==> src/rtl/tff_bank.sv <==
// Bank of CHANNELS toggle flip-flops behind a per-bit synchroniser, with four run modes,
// synchronous parallel load and a wrapping activity counter with a sticky overflow flag.
module tff_bank #(
    parameter int CHANNELS    = 4,
    parameter int SYNC_STAGES = 2,
    parameter int CNT_W       = 4
) (
    input  logic                clk,
    input  logic                rst_n,
    input  logic                ena,
    input  logic [CHANNELS-1:0] t_in,
    input  logic [1:0]          mode,
    input  logic                load,
    input  logic [CHANNELS-1:0] load_val,
    output logic [CHANNELS-1:0] q,
    output logic [CNT_W-1:0]    toggle_cnt,
    output logic                cnt_ovf
);

    localparam logic [1:0] MODE_LEVEL = 2'b00;
    localparam logic [1:0] MODE_EDGE  = 2'b01;
    localparam logic [1:0] MODE_HOLD  = 2'b10;

    logic [CHANNELS-1:0] sync_ff [SYNC_STAGES];
    logic [CHANNELS-1:0] t_sync;
    logic [CHANNELS-1:0] t_prev;
    logic [CHANNELS-1:0] q_next;
    logic                carry;
    logic                changed;

    assign t_sync = sync_ff[SYNC_STAGES-1];

    // Synchroniser and edge history run free of ena/mode/load, so edges seen while
    // disabled are consumed rather than queued.
    always_ff @(posedge clk or negedge rst_n) begin
        if (!rst_n) begin
            for (int s = 0; s < SYNC_STAGES; s++) begin
                sync_ff[s] <= '0;
            end
            t_prev <= '0;
        end else begin
            sync_ff[0] <= t_in;
            for (int s = 1; s < SYNC_STAGES; s++) begin
                sync_ff[s] <= sync_ff[s-1];
            end
            t_prev <= t_sync;
        end
    end

    always_comb begin
        q_next = q;
        carry  = t_sync[0];
        case (mode)
            MODE_LEVEL: q_next = q ^ t_sync;
            MODE_EDGE:  q_next = q ^ (t_sync & ~t_prev);
            MODE_HOLD:  q_next = q;
            default: begin
                // Ripple-free counter: bit i toggles when all lower bits are one.
                for (int i = 0; i < CHANNELS; i++) begin
                    q_next[i] = q[i] ^ carry;
                    carry     = carry & q[i];
                end
            end
        endcase
    end

    assign changed = (q_next != q);

    always_ff @(posedge clk or negedge rst_n) begin
        if (!rst_n) begin
            q          <= '0;
            toggle_cnt <= '0;
            cnt_ovf    <= 1'b0;
        end else if (ena) begin
            if (load) begin
                q          <= load_val;
                toggle_cnt <= '0;
                cnt_ovf    <= 1'b0;
            end else begin
                q <= q_next;
                if (changed) begin
                    toggle_cnt <= toggle_cnt + 1'b1;
                    if (&toggle_cnt) begin
                        cnt_ovf <= 1'b1;
                    end
                end
            end
        end
    end

endmodule

==> config.mk <==
export PLATFORM = sky130hd
export DESIGN_NAME = tff_bank
export DESIGN_NICKNAME = d
export VERILOG_FILES = /design/src/rtl/tff_bank.sv
export SDC_FILE = /design/constraint.sdc
export NUM_CORES = 1
export LEC_CHECK = 0
export CAP_MARGIN = 10
export CORE_ASPECT_RATIO = 0.8
export CORE_MARGIN = 3
export CORE_UTILIZATION = 39
export CTS_BUF_LIST = sky130_fd_sc_hd__clkbuf_8
export DETAILED_ROUTE_END_ITERATION = 8
export PLACE_DENSITY = 0.64
export SYNTH_ARGS = -nofsm -noshare
export SYNTH_HDL_FRONTEND = slang
export SYNTH_SLANG_ARGS = --single-unit
==> constraint.sdc <==
create_clock -name clk -period 4.3 [get_ports clk]
set_input_delay 1.075 -clock clk [delete_from_list [all_inputs] [get_ports clk]]
set_output_delay 1.075 -clock clk [all_outputs]
set_load 0.02 [all_outputs]
Word-level counts from Yosys, hierarchy flattened
Index checks and enable logic that the tools add are counted.
{"block": "word_totals", "reg_bits": 21, "elab_cells": 34}
{"block": "classes", "n_addsub": 1, "eq_ne": 3, "muxes": 7, "n_bitwise": 11, "reduce_logical": 6}
{"cell": "$mux 4", "count": 3}
{"cell": "$pmux 4 s3", "count": 1}
{"cell": "$xor 4x4->4", "count": 2}
{"cell": "$add 4x1->4 const B", "count": 1}
{"cell": "$and 4x4->4", "count": 1}
{"cell": "$ne 4x4->1", "count": 1}
{"cell": "$not 4->4", "count": 1}
{"cell": "$reduce_and 4->1", "count": 1}
{"cell": "$reduce_bool 2->1", "count": 2}
{"cell": "$xor 1x1->1", "count": 4}
{"cell": "$and 1x1->1", "count": 3}
{"cell": "$mux 1", "count": 3}
{"cell": "$reduce_and 3->1", "count": 1}
{"cell": "$eq 2x1->1 const B", "count": 1}
{"cell": "$eq 2x2->1 const B", "count": 1}
{"cell": "$logic_not 2->1", "count": 1}
{"cell": "$reduce_and 2->1", "count": 1}

Depth between registers and ports, before layout
Gate-level depths: netlist (run 1).
{"block": "depth", "ltp_word": 8, "depth_mapped": 8}

Worst setup path after synthesis (run 1)
OpenSTA, ideal clock, no wires.
{"block": "synth_timing", "kind": "input-to-reg", "startpoint": "input load", "endpoint": "register cnt_ovf", "arrival_ns": 2.143, "required_time_ns": 4.181, "setup_slack_ns": 2.038, "cell_stages": 6, "path_buffers": 1, "path_cell_list": "buf_2 > inv_1 > o31ai_2 > o41ai_4 > nor2_1 > o21a_1"}
{"block": "synth_via", "elab_chain_len": 2, "elab_cells_between_ends": 4, "cone_classes": "mux (1); reduce/logical (3)"}
{"element": "from (decl)", "line": "13", "text": "input logic load,"}
{"element": "$reduce_bool 2->1 (no line)"}
{"element": "$reduce_and 3->1 (no line)"}
{"element": "to (signal assigned)", "line": "73", "text": "cnt_ovf <= 1'b0;"}
{"element": "to (signal assigned)", "line": "78", "text": "cnt_ovf <= 1'b0;"}
{"element": "to (signal assigned)", "line": "84", "text": "cnt_ovf <= 1'b1;"}
{"element": "to (decl)", "line": "17", "text": "output logic cnt_ovf"}
Parallel ways exist; a longest one is shown, timed or not.
A chain may end at the register's enable or synchronous reset.

Worst setup path after layout (run 1)
{"block": "layout_timing", "startpoint": "input mode[0]", "endpoint": "register cnt_ovf"}
{"block": "layout_via", "elab_chain_len": 5, "elab_cells_between_ends": 7, "cone_classes": "eq/ne (3); mux (1); reduce/logical (3)"}
{"element": "from (decl)", "line": "12", "text": "input logic [1:0] mode,"}
{"element": "$eq 2x2->1, or another cell as far along"}
{"element": "$pmux 4 s3 (*)", "line": "53", "text": "case (mode)"}
{"element": "$ne 4x4->1 (*)", "line": "67", "text": "assign changed = (q_next != q);"}
{"element": "$reduce_bool 2->1 (no line) (*)"}
{"element": "$reduce_and 3->1 (no line) (*)"}
Mark *: on every way between the ends. The rest lies on a longest branch, timed or not.

==> run_results.csv, run 1 <==
group,metric,value,unit
die,die_y,52.1,µm
sta,final.setup.tns,0,ns
drt,drc,0,
sta,rsz0062_at_grt,"no",
power,p_per_area,386,nW/µm²
sta,finalMaxSlewViolations,0,
power,ir_drop,0.000210,V
clocking,cts-root-buf,"clkbuf_8",
yosys,ys_ff_latch,21,
place,portBuffers,22,
drt,drt_iter0_drc,30,
clocking,cts_setup_buffers,0,
clocking,ctsHoldBuffers,0,
sta,relSlewSlack,38.2,%
clocking,h-tree-depth,1,
die,rows,16,
clocking,clock_path_buffers,2,
power,p_total,0.508,mW
drt,ant_nets,0,
run,drv_cap,0,
drt,dr.pass1.iters,4,
die,die-area,3310,µm²
clocking,clk_pin_slew,0.08,ns
yosys,ys_types,31,
yosys,synth.avg_cell_area,11.4,µm²
worst_setup_path,cp.arrival,2.95,ns
drt,vias,732,
clocking,clock-sinks,21,
final_layout,drive_gt1_share,8.85,%
worst_setup_path,end_kind,"register",
final_layout,final_cell_mix,"clkdlybuf4s50_1, dfrtp_1, nand2_1, nor2_1, nand3_1",
sta,tightest_slew,0.923,ns
final_layout,layout_commonest_cell,"clkdlybuf4s50_1",
grt,grt_remaining_overflow,0,
final_layout,n_antenna_cell,0,
sta,max_freq,0.358,GHz
worst_setup_path,crit_fanout,10,
clocking,cts.repair.resized,0,
worst_setup_path,crit_path_start,"mode[0]",
yosys,synth_compound_area_share,20.4,%
worst_setup_path,startpoint_type,"input pin",
worst_setup_path,cp_slowest_cell,"clkdlybuf4s50_1",
yosys,syn-cell-area,1040,µm²
worst_setup_path,worstPathCellList,"clkdlybuf4s50_1, a21bo_4, a31oi_4, o41ai_4, nor2_1, o21a_1",
sta,finalSetupViolCount,0,
grt,grt_use_total,13.5,%
yosys,syn-num-nets,109,
worst_setup_path,crit_type,"input pin to register",
final_layout,syn2layout_area_growth,26.9,%
yosys,synthMuxAreaShare,2.90,%
worst_setup_path,reg2reg_from,"q[0]",
yosys,yosys_warnings,0,
drt,wirelength,1950,µm
sta,finClkSkew,0.00209,ns
grt,grt_pass1_vias,735,
die,die_w,63.6,µm
worst_hold_path,hp-start,"sync_ff[5]",
final_layout,final_nets,132,
sta,min_period,2.79,ns
clocking,clkLatencyLatePin,0.26,ns
power,p_leak,0.546,nW
grt,grt_pass1_wl,3390,µm
grt,antenna_found_initial,0,
grt,grt_max_degree,22,
worst_hold_path,hp-class,"register to register",
yosys,synthAdderAreaFrac,4.83,%
die,coreArea,2480,µm²
worst_setup_path,path_buf_inv,1,
run_status,status,"complete, no violations",
yosys,synth_simple_gate_area_share,12.3,%
yosys,syn_inst,91,
place,hpwl,1430,µm
die,start_util,41.7,%
yosys,yosysSeqAreaShare,50.7,%
yosys,synth_top_family_by_area,"compound AO/OA/AOI/OAI gates",
worst_setup_path,cp_top_family,"compound AO/OA/AOI/OAI gates",
clocking,cts_made_buffers,3,
drt,wire_per_inst,13.1,µm
place,gp_congestion,0.793,
clocking,cts_tree,"built",
worst_setup_path,critPathMaxStageDelay,0.73,ns
die,boundaryPins,23,
sta,period_share,64.9,%
yosys,synthXorXnorAreaFrac,5.07,%
worst_setup_path,crit_required,4.46,ns
sta,hold_viol,0,
drt,viasPerCell,4.91,
-- where the power goes --
group          switching [mW]  internal, mW  total [mW]
Combinational          0.0669        0.0688       0.136
Clock                  0.0665        0.0654       0.132
Sequential             0.0234         0.217       0.240
-- Yosys cell counts (all sizes together) --
library cell  instances  area share [%]
or4                   1            0.72
ha                    4             4.8
buf                   4             3.4
nand3                 6             2.9
a21oi                 1            0.48
o22ai                 1            0.60
dfrtp                21              51
o41ai                 1             2.7
a21o                  1            0.72
or2b                  1            0.72
mux2i                 3             2.9
o21a                  1            0.72
a21bo                 2             2.5
o21ai                 5             2.8
o31ai                 1             1.2
xor2                  2             1.7
nand2                12             4.3
xnor2                 4             3.4
inv                   1            0.36
a21boi                2             1.4
o211ai                3             2.2
nand2b                1            0.60
nor2                  7             2.5
a31oi                 5             5.1
nor3                  1            0.48
-- registers in the layout, summed over array words and instances (netlist names) --
register / flops
sync_ff: 4
t_prev: 4
t_sync: 4
cnt_ovf: 1
toggle_cnt: 4
q: 4
-- metal layers --
metal | routed length, µm | up-vias | global-route usage [%]
li1 | - | 368 | -
met1 | 968 | 347 | 17.1
met2 | 888 | 17 | 22.4
met3 | 91 | 0 | 4.54
met4 | 0 | 0 | 3.23
met5 | 0 | - | 0
-- cell type report --
class,instances,area (µm²)
fillers,251,1170
flip-flops and latches,21,526
multi-input cells,65,472
repair buffers,22,220
well taps,36,45.0
clock buffers,3,41.3
clock inverters,1,7.51
inverters,1,3.75
-- logic make-up (layout without fill, tap and decap cells) --
| group | after synthesis | after routing |
|---|---|---|
| AND/OR/NAND/NOR | 29 | 29 |
| AO/OA/AOI/OAI | 23 | 23 |
| flip-flops | 21 | 21 |
| XOR/XNOR | 6 | 6 |
| buffers and inverters | 5 | 27 |
| adder cells (fa/ha/maj) | 4 | 4 |
| multiplexers | 3 | 3 |
-- per-stage QoR --
stage                     setup slack, ns  util, %  instance area (µm²)  instances  hold WS, ns
final                                1.51     53.0                 1320        149        0.351
after global routing                 1.37     53.0                 1320        149        0.363
after CTS                            1.49     53.0                 1320        149        0.354
after detailed placement             1.23     51.0                 1270        145        0.335
after global placement               1.32     51.0                 1270        145        0.332
after floorplan                      2.04        -                 1040         91        0.331
-- worst paths after layout --
check | slack [ns] | to | cells after the start
max | 1.51 | cnt_ovf | 6
min in group asynchronous | 1.33 | sync_ff[7] | 1
min reg2reg | 0.35 | t_sync[1] | 0
min | 0.35 | t_sync[1] | 0
max reg2reg | 1.93 | cnt_ovf | 8
max in group asynchronous | 2.41 | cnt_ovf | 1
Power figures use the tool's default switching activity.
==> run 2, diff against run 1 <==
PLACE_DENSITY = 0.67   (was 0.64)
clock period = 2.4 ns   (was 4.3 ns; I/O delays follow)
==> run_results.csv, run 2 (same netlist as run 1, synthesis figures left out) <==
group,metric,value,unit
sta,hold_viol,0,
grt,grt_use_total,14.5,%
drt,dr.pass1.iters,4,
drt,vias,800,
clocking,ctsHoldBuffers,0,
clocking,cts_tree,"built",
die,die_w,63.6,µm
drt,drc,0,
final_layout,stdcell_count,160,
drt,wire_per_inst,12.5,µm
grt,grt_max_degree,22,
worst_setup_path,cp.arrival,2.42,ns
sta,finalMaxSlewViolations,0,
die,die-area,3310,µm²
final_layout,final_nets,143,
final_layout,register_area,526,µm²
final_layout,final_cell_mix,"clkdlybuf4s50_1, dfrtp_1, nand2_1, buf_4, nor2_1",
place,hpwl,1560,µm
sta,final.setup.tns,0,ns
drt,wirelength,2010,µm
sta,finalSetupViolCount,0,
worst_setup_path,crit_type,"register to register",
clocking,clkLatencyLatePin,0.27,ns
sta,tightest_slew,0.431,ns
die,die_y,52.1,µm
place,portBuffers,22,
grt,antenna_found_initial,0,
die,start_util,41.7,%
sta,period_share,92.2,%
sta,finClkSkew,0.00133,ns
grt,grt_remaining_overflow,0,
final_layout,syn2layout_area_growth,34.9,%
sta,max_freq,0.452,GHz
power,p_leak,0.599,nW
sta,relSlewSlack,71.1,%
worst_hold_path,hp-class,"register to register",
place,gp_congestion,0.821,
clocking,cts.repair.resized,0,
sta,final.setup.worst_slack,0.188,ns
clocking,clock-sinks,21,
drt,drt_iter0_drc,55,
sta,rsz0062_at_grt,"no",
final_layout,fin_util,56.3,%
final_layout,final.fill_count,238,
final_layout,layout_commonest_cell,"clkdlybuf4s50_1",
power,p_per_area,670,nW/µm²
place,dp.cells,156,
run_status,status,"complete, no violations",
sta,min_period,2.21,ns
power,ir_drop,0.000473,V
final_layout,drive_gt1_share,16.9,%
worst_setup_path,end_kind,"register",
place,dp_slack,0.00735,ns
worst_setup_path,crit_required,2.60,ns
grt,grt_pass1_vias,764,
clocking,cts-root-buf,"clkbuf_8",
drt,viasPerCell,5.00,
clocking,cts_made_buffers,3,
clocking,cts_setup_buffers,0,
run,drv_cap,0,
clocking,clk_pin_slew,0.08,ns
drt,ant_nets,0,
worst_setup_path,startpoint_type,"register",
final_layout,n_antenna_cell,0,
worst_setup_path,crit_fanout,7,
die,boundaryPins,23,
clocking,clock_path_buffers,2,
die,rows,16,
die,coreArea,2480,µm²
clocking,h-tree-depth,1,
final_layout,multi_input_area,472,µm²
grt,grt_pass1_wl,3570,µm
run 2: layer usage:
layer / vias up / track usage [%] / wire length (µm)
met5: - / 0 / 0
li1: 396 / - / -
met3: 4 / 6.05 / 106
met4: 0 / 6.45 / 21
met1: 384 / 18.4 / 948
met2: 16 / 21.5 / 930
run 2: area by class of cell:
| cell class | count | area share [%] |
|---|---|---|
| clock buffer | 3 | 2.95 |
| clock inverter | 1 | 0.537 |
| multi-input combinational | 65 | 33.8 |
| inverter | 1 | 0.269 |
| tap | 36 | 3.22 |
| timing repair buffer | 33 | 21.7 |
| sequential | 21 | 37.6 |
run 2: where the power goes:
part / switching [mW] / internal, mW / total [mW]
registers: 0.0371 / 0.389 / 0.426
clock network: 0.127 / 0.117 / 0.244
logic: 0.128 / 0.138 / 0.267
total: 0.292 / 0.645 / 0.937
run 2: final timing paths:
kind                                 end        from  cells past startpoint  slack (ns)
max                        toggle_cnt[3]        q[0]                      8        0.19
min                            t_sync[3]  sync_ff[7]                      0        0.36
max reg2reg                toggle_cnt[3]        q[0]                      8        0.19
min reg2reg                    t_sync[3]  sync_ff[7]                      0        0.36
max in group asynchronous      t_prev[3]       rst_n                      2        1.52
min in group asynchronous           q[2]       rst_n                      2        0.66
run 2: worst max-delay path, stage by stage (launching register included):
cell	delay (ns)
dfrtp_1	0.40
ha_1	0.21
ha_1	0.18
ha_1	0.31
xnor2_1	0.15
a31oi_2	0.26
o41ai_4	0.13
or4_1	0.42
nand3_1	0.10
run 2: per-stage QoR:
step	hold WS, ns	power, mW	area (µm²)
finish	0.356	0.937	1400
floorplan	0.304	0.580	1040
CTS	0.357	0.949	1400
global placement	0.333	0.693	1350
detailed placement	0.338	0.703	1350
global route	0.370	0.997	1400
==> run 3, diff against run 2 <==
CAP_MARGIN = 40   (was 10)
GPL_TIMING_DRIVEN = 0   (was default)
==> run_results.csv, run 3 (same netlist as run 1, synthesis figures left out) <==
group,metric,value,unit
die,die-area,3310,µm²
sta,finalSetupViolCount,0,
drt,drc,0,
sta,relSlewSlack,68.2,%
sta,period_share,97.4,%
power,power.switching,0.280,mW
grt,grt_use_total,13.0,%
power,clkPwrFrac,26.0,%
final_layout,layout_commonest_cell,"dfrtp_1",
clocking,cts_made_buffers,3,
worst_setup_path,startpoint_type,"register",
sta,tightest_slew,0.475,ns
die,start_util,41.7,%
power,pwr-share-seq,46.8,%
sta,finalMaxSlewViolations,0,
run_status,status,"complete, no violations",
worst_setup_path,end_kind,"register",
grt,grt_max_degree,14,
die,die_y,52.1,µm
power,p_sw_share,30.6,%
place,gp_congestion,0.778,
place,dp.cells,147,
power,ir_drop,0.000469,V
clocking,clock-sinks,21,
final_layout,final_nets,135,
worst_hold_path,hp-class,"register to register",
drt,drt_iter0_drc,27,
drt,wire_per_inst,12.3,µm
die,rows,16,
sta,fin_hold_ws,0.351,ns
grt,grt_remaining_overflow,0,
worst_setup_path,r2r_cells,9,
clocking,cts_tree,"built",
power,p_leak,0.566,nW
worst_setup_path,crit_path_start,"q[0]",
power,p_per_area,680,nW/µm²
place,portBuffers,19,
drt,wirelength,1870,µm
clocking,clk_pin_slew,0.08,ns
worst_setup_path,reg2reg_from,"q[0]",
grt,antenna_found_initial,0,
final_layout,stdcell_count,152,
place,hpwl,1460,µm
final_layout,drive_gt1_share,14.7,%
sta,min_period,2.34,ns
final_layout,syn2layout_area_growth,29.7,%
drt,dr.pass1.iters,4,
run,drv_cap,0,
sta,finClkSkew,0.00469,ns
clocking,h-tree-depth,1,
worst_setup_path,r2r_slack,0.06,ns
clocking,cts-root-buf,"clkbuf_8",
grt,grt_pass1_vias,707,
sta,max_freq,0.428,GHz
final_layout,final_cell_mix,"dfrtp_1, clkdlybuf4s50_1, nand2_1, nor2_1, nand3_1",
worst_setup_path,crit_end,"toggle_cnt[3]",
drt,viasPerCell,4.93,
power,pwr-share-comb,27.2,%
sta,final.setup.tns,0,ns
clocking,clkLatencyLatePin,0.26,ns
drt,ant_nets,0,
clocking,clock_path_buffers,2,
power,internal_power,0.634,mW
final_layout,fin_util,54.1,%
worst_setup_path,r2r-end,"toggle_cnt[3]",
worst_setup_path,crit_required,2.60,ns
final_layout,n_antenna_cell,0,
drt,vias,750,
die,coreArea,2480,µm²
die,die_w,63.6,µm
worst_setup_path,crit_type,"register to register",
grt,grt_pass1_wl,3200,µm
die,boundaryPins,23,
sta,hold_viol,0,
worst_setup_path,cp.arrival,2.54,ns
worst_setup_path,crit_fanout,9,
## run 3: power groups by stage
stage	sequential (mW)	combinational, mW	clock, mW
4_1_cts	0.429	0.249	0.246
6_report	0.428	0.248	0.237
2_1_floorplan	0.460	0.120	0
5_1_grt	0.435	0.273	0.258
3_3_place_gp	0.434	0.242	0
3_5_place_dp	0.436	0.248	0
## run 3: final cells by class
type	instances	area, µm²
fill	249	1140
tap	36	45.0
buffer	4	35.0
clock inverter	1	7.51
sequential	21	527
inverter	1	3.75
clock buffer	3	41.3
multi-input combinational	65	472
timing repair buffer	21	213
## run 3: routing by layer
metal / track usage, % / up-vias / share of wire (%)
met3: 4.97 / 5 / 4.8
met1: 16.8 / 362 / 47
met2: 19.6 / 13 / 47
met4: 5.38 / 0 / 1.7
li1: - / 370 / -
met5: 0 / - / 0
## run 3: worst min path at each step
stage               cells past startpoint        end       start  slack (ns)
floorplan                               0    cnt_ovf       rst_n        0.30
global placement                        0  t_sync[1]  sync_ff[5]        0.33
detailed placement                      0  t_sync[1]  sync_ff[5]        0.34
CTS                                     0  t_sync[1]  sync_ff[5]        0.36
global route                            0  t_sync[1]  sync_ff[5]        0.37
finish                                  0  t_sync[1]  sync_ff[5]        0.35
## run 3: worst max-delay path: stages, from the launching register on
cell and delay, ns:
dfrtp_2 0.45, ha_1 0.22, ha_1 0.18, ha_1 0.30, xnor2_1 0.15, a31oi_2 0.21
o41ai_4 0.11, buf_4 0.17, or4_1 0.40, nand3_1 0.09
## run 3: what timing repair did
action	in CTS	in global routing
endpoints found under the setup margin	0	5
resized for setup	0	1
hold buffers	0	0
setup buffers	0	1
## run 3: metrics by stage
step                      power (mW)  setup slack, ns  area (µm²)
after global routing           0.966         -0.00808        1340
final                          0.914           0.0630        1340
after floorplan                0.580            0.187        1040
after CTS                      0.924           0.0717        1340
after detailed placement       0.684           0.0253        1290
after global placement         0.676           0.0690        1270
